==> config.mk <==
export PLATFORM = sky130hd
export DESIGN_NAME = multicycle_control
export DESIGN_NICKNAME = d
export VERILOG_FILES = /design/src/rtl/multicycle_control.sv
export SDC_FILE = /design/constraint.sdc
export NUM_CORES = 1
export LEC_CHECK = 0
export ABC_CLOCK_PERIOD_IN_PS = 3320
export BUFFER_PORTS_ARGS = -buffer_cell sky130_fd_sc_hd__buf_2
export CAP_MARGIN = 20
export CORE_UTILIZATION = 57
export DETAILED_ROUTE_END_ITERATION = 6
export PLACE_DENSITY = 0.9
export SLEW_MARGIN = 10
export SYNTH_ARGS = -nofsm -noshare
export SYNTH_HDL_FRONTEND = slang
export SYNTH_SLANG_ARGS = --single-unit
==> constraint.sdc <==
create_clock -name clk -period 3.32 [get_ports clk]
set_input_delay 0.332 -clock clk [delete_from_list [all_inputs] [get_ports clk]]
set_output_delay 0.332 -clock clk [all_outputs]
set_load 0.1 [all_outputs]
==> src/rtl/multicycle_control.sv <==
// Multi-cycle FETCH/DECODE/EXEC/MEM/WB control FSM for a MIPS-style datapath with a retired-instruction counter.
// Optional macro CTRL_ILLEGAL_TRAP_EN: undefined opcodes set illegal_op and park the FSM in TRAP until rst.
module multicycle_control #(
    parameter int OPCODE_W = 3,
    parameter int CNT_W    = 32
) (
    input  logic                clk,
    input  logic                rst,
    input  logic [OPCODE_W-1:0] opcode,
    input  logic                mem_ready,
    output logic                pc_write,
    output logic                ir_write,
    output logic                mem_read,
    output logic                mem_write,
    output logic                reg_write,
    output logic [1:0]          sig_regDst,
    output logic [1:0]          sig_memtoReg,
    output logic                sig_ALUsrc,
    output logic [1:0]          sig_ALUop,
    output logic                sig_jump,
    output logic                sig_branch,
    output logic                instr_done,
    output logic                illegal_op,
    output logic [CNT_W-1:0]    instr_count
);

    localparam logic [2:0] S_FETCH  = 3'd0;
    localparam logic [2:0] S_DECODE = 3'd1;
    localparam logic [2:0] S_EXEC   = 3'd2;
    localparam logic [2:0] S_MEM    = 3'd3;
    localparam logic [2:0] S_WB     = 3'd4;
    localparam logic [2:0] S_TRAP   = 3'd5;

    localparam logic [2:0] OP_RTYPE = 3'b000;
    localparam logic [2:0] OP_SLTI  = 3'b001;
    localparam logic [2:0] OP_J     = 3'b010;
    localparam logic [2:0] OP_JAL   = 3'b011;
    localparam logic [2:0] OP_LW    = 3'b100;
    localparam logic [2:0] OP_SW    = 3'b101;
    localparam logic [2:0] OP_BEQ   = 3'b110;
    localparam logic [2:0] OP_ADDI  = 3'b111;

    logic [2:0]       r_state;
    logic [2:0]       r_opQ;
    logic [CNT_W-1:0] r_instrCount;

    logic [2:0] w_nextState;
    logic       w_opDefined;
    logic       w_pcWrite;
    logic       w_irWrite;
    logic       w_memRead;
    logic       w_memWrite;
    logic       w_regWrite;
    logic [1:0] w_regDst;
    logic [1:0] w_memtoReg;
    logic       w_aluSrc;
    logic [1:0] w_aluOp;
    logic       w_jump;
    logic       w_branch;
    logic       w_instrDone;

    // Only the low three opcode bits carry meaning; anything above them marks an undefined instruction.
    assign w_opDefined = ((opcode >> 3) == '0);

    always_comb begin
        w_nextState = r_state;
        w_pcWrite   = 1'b0;
        w_irWrite   = 1'b0;
        w_memRead   = 1'b0;
        w_memWrite  = 1'b0;
        w_regWrite  = 1'b0;
        w_regDst    = 2'b00;
        w_memtoReg  = 2'b00;
        w_aluSrc    = 1'b0;
        w_aluOp     = 2'b00;
        w_jump      = 1'b0;
        w_branch    = 1'b0;
        w_instrDone = 1'b0;
        case (r_state)
            S_FETCH: begin
                w_memRead = 1'b1;
                if (mem_ready) begin
                    w_irWrite   = 1'b1;
                    w_pcWrite   = 1'b1;
                    w_nextState = S_DECODE;
                end
            end
            // DECODE still looks at the live opcode; op_q only becomes valid after this state.
            S_DECODE: begin
                if (!w_opDefined) begin
`ifdef CTRL_ILLEGAL_TRAP_EN
                    w_nextState = S_TRAP;
`else
                    w_instrDone = 1'b1;
                    w_nextState = S_FETCH;
`endif
                end else if (opcode[2:0] == OP_J) begin
                    w_jump      = 1'b1;
                    w_pcWrite   = 1'b1;
                    w_instrDone = 1'b1;
                    w_nextState = S_FETCH;
                end else begin
                    w_nextState = S_EXEC;
                end
            end
            S_EXEC: begin
                case (r_opQ)
                    OP_RTYPE: begin
                        w_aluOp     = 2'b10;
                        w_nextState = S_WB;
                    end
                    OP_SLTI: begin
                        w_aluOp     = 2'b11;
                        w_aluSrc    = 1'b1;
                        w_nextState = S_WB;
                    end
                    OP_ADDI: begin
                        w_aluSrc    = 1'b1;
                        w_nextState = S_WB;
                    end
                    OP_LW, OP_SW: begin
                        w_aluSrc    = 1'b1;
                        w_nextState = S_MEM;
                    end
                    OP_BEQ: begin
                        w_aluOp     = 2'b01;
                        w_branch    = 1'b1;
                        w_instrDone = 1'b1;
                        w_nextState = S_FETCH;
                    end
                    OP_JAL:  w_nextState = S_WB;
                    default: w_nextState = S_FETCH;
                endcase
            end
            S_MEM: begin
                if (r_opQ == OP_LW) begin
                    w_memRead = 1'b1;
                    if (mem_ready) w_nextState = S_WB;
                end else if (r_opQ == OP_SW) begin
                    w_memWrite = 1'b1;
                    if (mem_ready) begin
                        w_instrDone = 1'b1;
                        w_nextState = S_FETCH;
                    end
                end else begin
                    w_nextState = S_FETCH;
                end
            end
            S_WB: begin
                w_regWrite  = 1'b1;
                w_instrDone = 1'b1;
                w_nextState = S_FETCH;
                case (r_opQ)
                    OP_RTYPE: w_regDst = 2'b01;
                    OP_LW:    w_memtoReg = 2'b01;
                    OP_JAL: begin
                        w_regDst   = 2'b10;
                        w_memtoReg = 2'b10;
                        w_jump     = 1'b1;
                        w_pcWrite  = 1'b1;
                    end
                    default: ;
                endcase
            end
            S_TRAP:  w_nextState = S_TRAP;
            default: w_nextState = S_FETCH;
        endcase
    end

    // Reset masks every strobe combinationally so an abandoned instruction cannot write anything.
    assign pc_write     = w_pcWrite & ~rst;
    assign ir_write     = w_irWrite & ~rst;
    assign mem_read     = w_memRead & ~rst;
    assign mem_write    = w_memWrite & ~rst;
    assign reg_write    = w_regWrite & ~rst;
    assign sig_regDst   = rst ? 2'b00 : w_regDst;
    assign sig_memtoReg = rst ? 2'b00 : w_memtoReg;
    assign sig_ALUsrc   = w_aluSrc & ~rst;
    assign sig_ALUop    = rst ? 2'b00 : w_aluOp;
    assign sig_jump     = w_jump & ~rst;
    assign sig_branch   = w_branch & ~rst;
    assign instr_done   = w_instrDone & ~rst;
    assign instr_count  = r_instrCount;

    always_ff @(posedge clk) begin
        if (rst) begin
            r_state      <= S_FETCH;
            r_opQ        <= 3'b000;
            r_instrCount <= '0;
        end else begin
            r_state <= w_nextState;
            if (r_state == S_DECODE) r_opQ <= opcode[2:0];
            if (w_instrDone) r_instrCount <= r_instrCount + CNT_W'(1);
        end
    end

`ifdef CTRL_ILLEGAL_TRAP_EN
    logic r_illegalOp;

    always_ff @(posedge clk) begin
        if (rst) begin
            r_illegalOp <= 1'b0;
        end else if (r_state == S_DECODE && !w_opDefined) begin
            r_illegalOp <= 1'b1;
        end
    end

    assign illegal_op = r_illegalOp;
`else
    assign illegal_op = 1'b0;
`endif

endmodule

==> results of run 1 <==
power by group through the flow:
stage                     sequential, mW  clock (mW)  combinational, mW
after global placement             0.486           0              0.110
after CTS                          0.476       0.389              0.112
final                              0.477       0.387              0.112
after floorplan                    0.481           0              0.105
after detailed placement           0.487           0              0.111
after global routing               0.479       0.412              0.120
critical path: stages (launching register included):
cell and delay (ns):
dfxtp_1 0.50, and4b_1 0.25, o211ai_2 0.59, and2_4 0.43, nor2_1 0.06, buf_2 0.29
state kept, by name, summed over array words and instances, names as in the netlist:
signal       flops
r_state          3
instr_count     32
r_opQ            3
cell families (layout without fill, tap and decap cells):
logic type	count (synthesis)	count (layout)	synth area share (%)
adder cells (fa/ha/maj)	1	1	0.570
XOR/XNOR	17	17	6.78
AND/OR/NAND/NOR	120	120	30.3
buffers and inverters	29	69	6.95
flip-flops	38	38	34.6
other	1	1	0.171
AO/OA/AOI/OAI	57	57	18.2
multiplexers	5	5	2.39
through the flow:
step / instances / area [sq um] / hold slack, ns
2_1_floorplan: 268 / 2200 / 0.471
3_3_place_gp: 348 / 2410 / 0.469
3_5_place_dp: 348 / 2410 / 0.473
4_1_cts: 356 / 2510 / 0.306
5_1_grt: 356 / 2510 / 0.316
6_report: 356 / 2510 / 0.302
path summary, 6_finish.rpt:
kind,to,slack (ns),depth (start not counted)
worst max-delay path,instr_done,0.55,5
worst min-delay path,r_opQ[1]$_SDFFE_PP0P_,0.30,3
worst max register to register,instr_count[30]$_SDFFE_PP0P_,0.92,5
worst min register to register,instr_count[31]$_SDFFE_PP0P_,0.48,2
metal layers:
metal	vias up	part of all wire, %
met5	-	0
met4	0	0.97
met3	7	4.4
met2	52	48
met1	1007	46
li1	1040	-
cell type report:
type / instances / area [sq um] / area share, %
Multi-Input combinational cell: 201 / 1290 / 51.3
Sequential cell: 38 / 761 / 30.3
Timing Repair Buffer: 53 / 268 / 10.7
Clock buffer: 7 / 76.3 / 3.04
Tap cell: 48 / 60.1 / 2.39
Clock inverter: 1 / 30.0 / 1.19
Inverter: 8 / 30.0 / 1.19
cell usage after synthesis (all sizes together) (2+ instances only):
master,instances,area share (%)
mux2i,3,1.4
nand2b,2,0.57
and2,4,1.3
nor2,33,5.6
nor3b,3,1.8
and4,3,1.2
mux2,2,1.0
a211oi,4,1.4
a31oi,4,1.1
nand3,12,2.7
clkbuf,10,1.7
nor3,8,1.8
o21ai,4,0.91
or3,3,0.85
and3,4,1.1
buf,11,3.9
dfxtp,38,35
xnor2,16,6.4
nand2,18,3.1
o31ai,9,3.1
inv,8,1.4
or4,9,3.1
nand4,6,2.4
a21oi,24,5.5
nor2b,6,1.7
nor4,3,0.85
a2111oi,5,2.8
or2,2,0.57
==> results.py, run 1 <==
metrics = {
    "clock_tree": {
        "postCtsSetupRepairBufs": 0,
        "cts_max_level": 2,
        "clkTransAtPathRegs_ns": 0.07,
        "cts.sinks": 38,
        "cts_resized": 0,
        "cts_inserted_buffers": 5,
        "cts_tree": "built",
        "cts_buffer_depth": 2,
        "cts_root_buffer": "clkbuf_8",
        "clk_latency_ns": 0.29,
        "hold_buffers": 0,
    },
    "routing": {
        "wire_per_inst_um": 13.4,
        "vias": 2106,
        "ant_nets": 0,
        "avgViaCountPerCell": 5.92,
        "wirelength_um": 4770,
        "drcViolationCount": 0,
        "first_iter_violations": 202,
        "first_pass_iters": 4,
    },
    "hold_path": {
        "worst_hold_path_type": "primary input to flip-flop",
        "hp-start": "opcode[1]",
    },
    "critical_path": {
        "cp_data_arrival_time_ns": 2.44,
        "crit_start": "r_opQ[1]$_SDFFE_PP0P_",
        "required_ns": 2.99,
        "path_class": "flip-flop to output pin",
        "reg2reg_from": "r_state[0]$_SDFFE_PP0P_",
        "critical_path_peak_fanout": 25,
        "cp-end-kind": "output pin",
        "start_kind": "flip-flop",
    },
    "sta": {
        "worst_slack_ns": 0.547,
        "fmax_mhz": 361,
        "hold_viol": 0,
        "fin_skew_ns": 0.00548,
        "grt_setup_unrepaired": "no",
        "fin_crit_ns": 2.77,
        "fin_crit_sh_pct": 83.5,
        "setup_viol": 0,
        "setup_tns_ns": 0,
        "slew_viol_final": 0,
        "relSlewSlack_pct": 50.4,
        "tightestPinTransition_ns": 0.742,
    },
    "yosys": {
        "synth_seq_cells": 38,
        "yosysWarnings": 0,
        "synth_cell_types": 51,
        "synth_seq_area_share_pct": 34.6,
        "synth-edff-count": 0,
        "synthCells": 268,
        "syn_area_sq_um": 2200,
        "postSynth.asyncResetShare_pct": 0,
        "avgSynthCellArea_sq_um": 8.19,
        "synth_nets": 275,
        "synth-main-ff-cell": "dfxtp_1",
    },
    "global_route": {
        "grt_use_met3_pct": 4.82,
        "grt_use_met2_pct": 40.7,
        "grt_usage_pct": 24.8,
        "gr-total-overflow": 0,
        "grt.busiest_layer": "met2",
        "grt_max_degree": 29,
        "antenna_found_initial": 0,
        "grt_pass1_vias": 1796,
        "grt_use_met1_pct": 32.8,
        "grt_pass1_wl_um": 8050,
    },
    "placed_design": {
        "dpl.hpwl_um": 3340,
        "post-place-ws_ns": 0.890,
        "finalWeightedCongestion": 0.872,
        "io_buffers": 52,
    },
    "power": {
        "p_sw_uw": 263,
        "p_leak_nw": 0.991,
        "pwr-share-clk_pct": 39.6,
        "ir_drop_mv": 0.283,
        "p_int_uw": 713,
        "seqPwrFrac_pct": 48.8,
        "power_switching_share_pct": 27.0,
        "comb_power_share_pct": 11.5,
        "power_uw": 976,
        "power.density_nw_per_um2": 388,
    },
    "die": {
        "dieHeight_um": 64.1,
        "coreArea_sq_um": 3690,
        "placementRows": 22,
        "die_w_um": 64.1,
        "floorplan.initialDensity_pct": 59.5,
        "die_area_sq_um": 4100,
        "ios": 54,
    },
    "cells_and_area": {
        "post_route_cells_drive_above_1_share_pct": 23.1,
        "n_antenna_cell": 0,
        "post-route-util_pct": 68.1,
        "final_common_cell": "buf_2",
        "final_cell_mix": "52 x buf_2, 38 x dfxtp_1, 33 x nor2_1",
        "fillers": 295,
        "syn_to_final_growth_pct": 14.5,
        "layout.nets": 314,
    },
    "job": {
        "drv_cap": 0,
    },
    "outcome": {
        "status": "complete, no violations",
    },
}
No activity file was read; power rests on OpenSTA's default activity.
==> run 2: changes to the inputs <==
Settings changed: ABC_CLOCK_PERIOD_IN_PS 3320 to 2800, CORE_UTILIZATION 57 to 53, PLACE_DENSITY 0.9 to 0.85.
Clock period 3.32 ns to 2.8 ns, I/O delays scaled along.
==> run 2 against run 1 <==
Against the previous run:
- first-iteration DRC count down 25%
- wire length up 1.2%
- register-to-register slack worse by 0.50 ns
- sequential share of layout area down 0.55 points
- critical path depth unchanged
- critical endpoint unchanged
- largest power group unchanged
- highest routed layer unchanged
==> results.py, run 2 (synthesized netlist as in run 1, its figures left out) <==
metrics = {
    "die": {
        "die_area_sq_um": 4400,
        "ios": 54,
        "coreArea_sq_um": 4000,
        "dieHeight_um": 66.4,
        "floorplan.initialDensity_pct": 54.9,
        "die_w_um": 66.4,
        "placementRows": 23,
    },
    "clock_tree": {
        "cts_root_buffer": "clkbuf_8",
        "cts_inserted_buffers": 5,
        "clk_latency_ns": 0.29,
        "postCtsSetupRepairBufs": 0,
        "hold_buffers": 0,
        "clkTransAtPathRegs_ns": 0.07,
        "cts_tree": "built",
        "cts_resized": 0,
        "cts.sinks": 38,
        "cts_max_level": 2,
        "cts_buffer_depth": 2,
    },
    "sta": {
        "hold_viol": 0,
        "worst_slack_ns": 0.208,
        "fin_crit_sh_pct": 92.6,
        "fin_skew_ns": 0.00520,
        "grt_setup_unrepaired": "no",
        "slew_viol_final": 0,
        "relSlewSlack_pct": 62.5,
        "setup_viol": 0,
        "tightestPinTransition_ns": 0.548,
        "fmax_mhz": 386,
        "fin_crit_ns": 2.59,
    },
    "global_route": {
        "grt_max_degree": 45,
        "gr-total-overflow": 0,
        "grt_usage_pct": 22.4,
        "antenna_found_initial": 0,
        "grt_pass1_wl_um": 7670,
        "grt_pass1_vias": 1795,
    },
    "routing": {
        "wl_met2_um": 2210,
        "drcViolationCount": 0,
        "first_pass_iters": 4,
        "top_layer": "met4",
        "wirelength_um": 4820,
        "avgViaCountPerCell": 5.72,
        "vias": 2048,
        "wl_met3_um": 212,
        "ant_nets": 0,
        "wire_per_inst_um": 13.5,
        "first_iter_violations": 151,
        "met1_length_um": 2340,
    },
    "placed_design": {
        "dpl.hpwl_um": 3340,
        "finalWeightedCongestion": 0.802,
        "io_buffers": 52,
        "post-place-ws_ns": 0.430,
    },
    "power": {
        "p_leak_nw": 1.01,
        "ir_drop_mv": 0.387,
        "power.density_nw_per_um2": 457,
    },
    "cells_and_area": {
        "final_cell_mix": "52 x buf_2, 38 x dfxtp_1, 32 x nor2_1",
        "layout.nets": 315,
        "syn_to_final_growth_pct": 16.6,
        "largest_reg_flops": 32,
        "post_route_cells_drive_above_1_share_pct": 25.6,
        "post-route-util_pct": 64.0,
        "n_antenna_cell": 0,
        "final_common_cell": "buf_2",
    },
    "critical_path": {
        "cp_data_arrival_time_ns": 2.31,
        "required_ns": 2.52,
        "crit_chain": "nor3b_4 > a22oi_4 > and2_4 > nor2_2 > buf_2",
        "start_kind": "flip-flop",
        "crit_family": "simple AND/OR/NAND/NOR gates",
        "critical_path_peak_fanout": 25,
        "cp_slowest_cell": "dfxtp_1",
        "cp_slowest_stage_delay_ns": 0.58,
        "path_class": "flip-flop to output pin",
        "cp-end-kind": "output pin",
        "crit_buf_inv": 1,
    },
    "outcome": {
        "status": "complete, no violations",
    },
    "job": {
        "drv_cap": 0,
    },
    "hold_path": {
        "worst_hold_path_type": "primary input to flip-flop",
    },
}
-- run 2: cell types whose count changed in the layout (fill, tap and decap cells not counted), sizes merged --
cell    previous run  this run
buf               53        54
clkbuf             7         6
-- run 2: final timing paths --
path | start | slack [ns] | cells past startpoint | to
max reg2reg | r_state[0]$_SDFFE_PP0P_ | 0.42 | 5 | instr_count[30]$_SDFFE_PP0P_
min reg2reg | instr_count[31]$_SDFFE_PP0P_ | 0.49 | 2 | instr_count[31]$_SDFFE_PP0P_
min | opcode[1] | 0.25 | 3 | r_opQ[1]$_SDFFE_PP0P_
max | r_state[0]$_SDFFE_PP0P_ | 0.21 | 5 | instr_done
-- run 2: report_power, final --
part,total [mW],internal [mW],switching (mW)
sequential,0.567,0.547,0.0203
combinational,0.135,0.0335,0.102
clock,0.467,0.285,0.182
-- run 2: per-stage QoR --
step | area [sq um] | std cells | hold slack [ns] | setup TNS (ns) | total power, mW
after floorplan | 2230 | 268 | 0.419 | -1.47 | 0.699
after global placement | 2450 | 351 | 0.462 | 0 | 0.711
after detailed placement | 2450 | 351 | 0.469 | 0 | 0.714
after CTS | 2560 | 358 | 0.249 | 0 | 1.18
after global routing | 2560 | 358 | 0.282 | 0 | 1.21
final | 2560 | 358 | 0.251 | 0 | 1.17
-- run 2: area by class of cell --
type | instances | area [sq um]
fillers | 361 | 1440
multi-input cells | 201 | 1320
flip-flops and latches | 38 | 761
repair buffers | 54 | 275
clock buffers | 6 | 82.6
well taps | 50 | 62.6
clock inverters | 1 | 30.0
inverters | 8 | 30.0
-- run 2: worst reg2reg max path, delay by kind of cell (launching register included) --
| family | cells | cell delay (ns) |
|---|---|---|
| AOI/OAI and AO/OA | 2 | 0.74 |
| DFF | 1 | 0.58 |
| muxes | 1 | 0.34 |
| and+or+nand+nor | 2 | 0.62 |
-- run 2: per-layer routing --
metal / vias up / GRT usage (%)
li1: 1043 / -
met1: 951 / 27.8
met2: 48 / 36.6
met3: 6 / 4.14
met4: 0 / 12.0
met5: - / 0
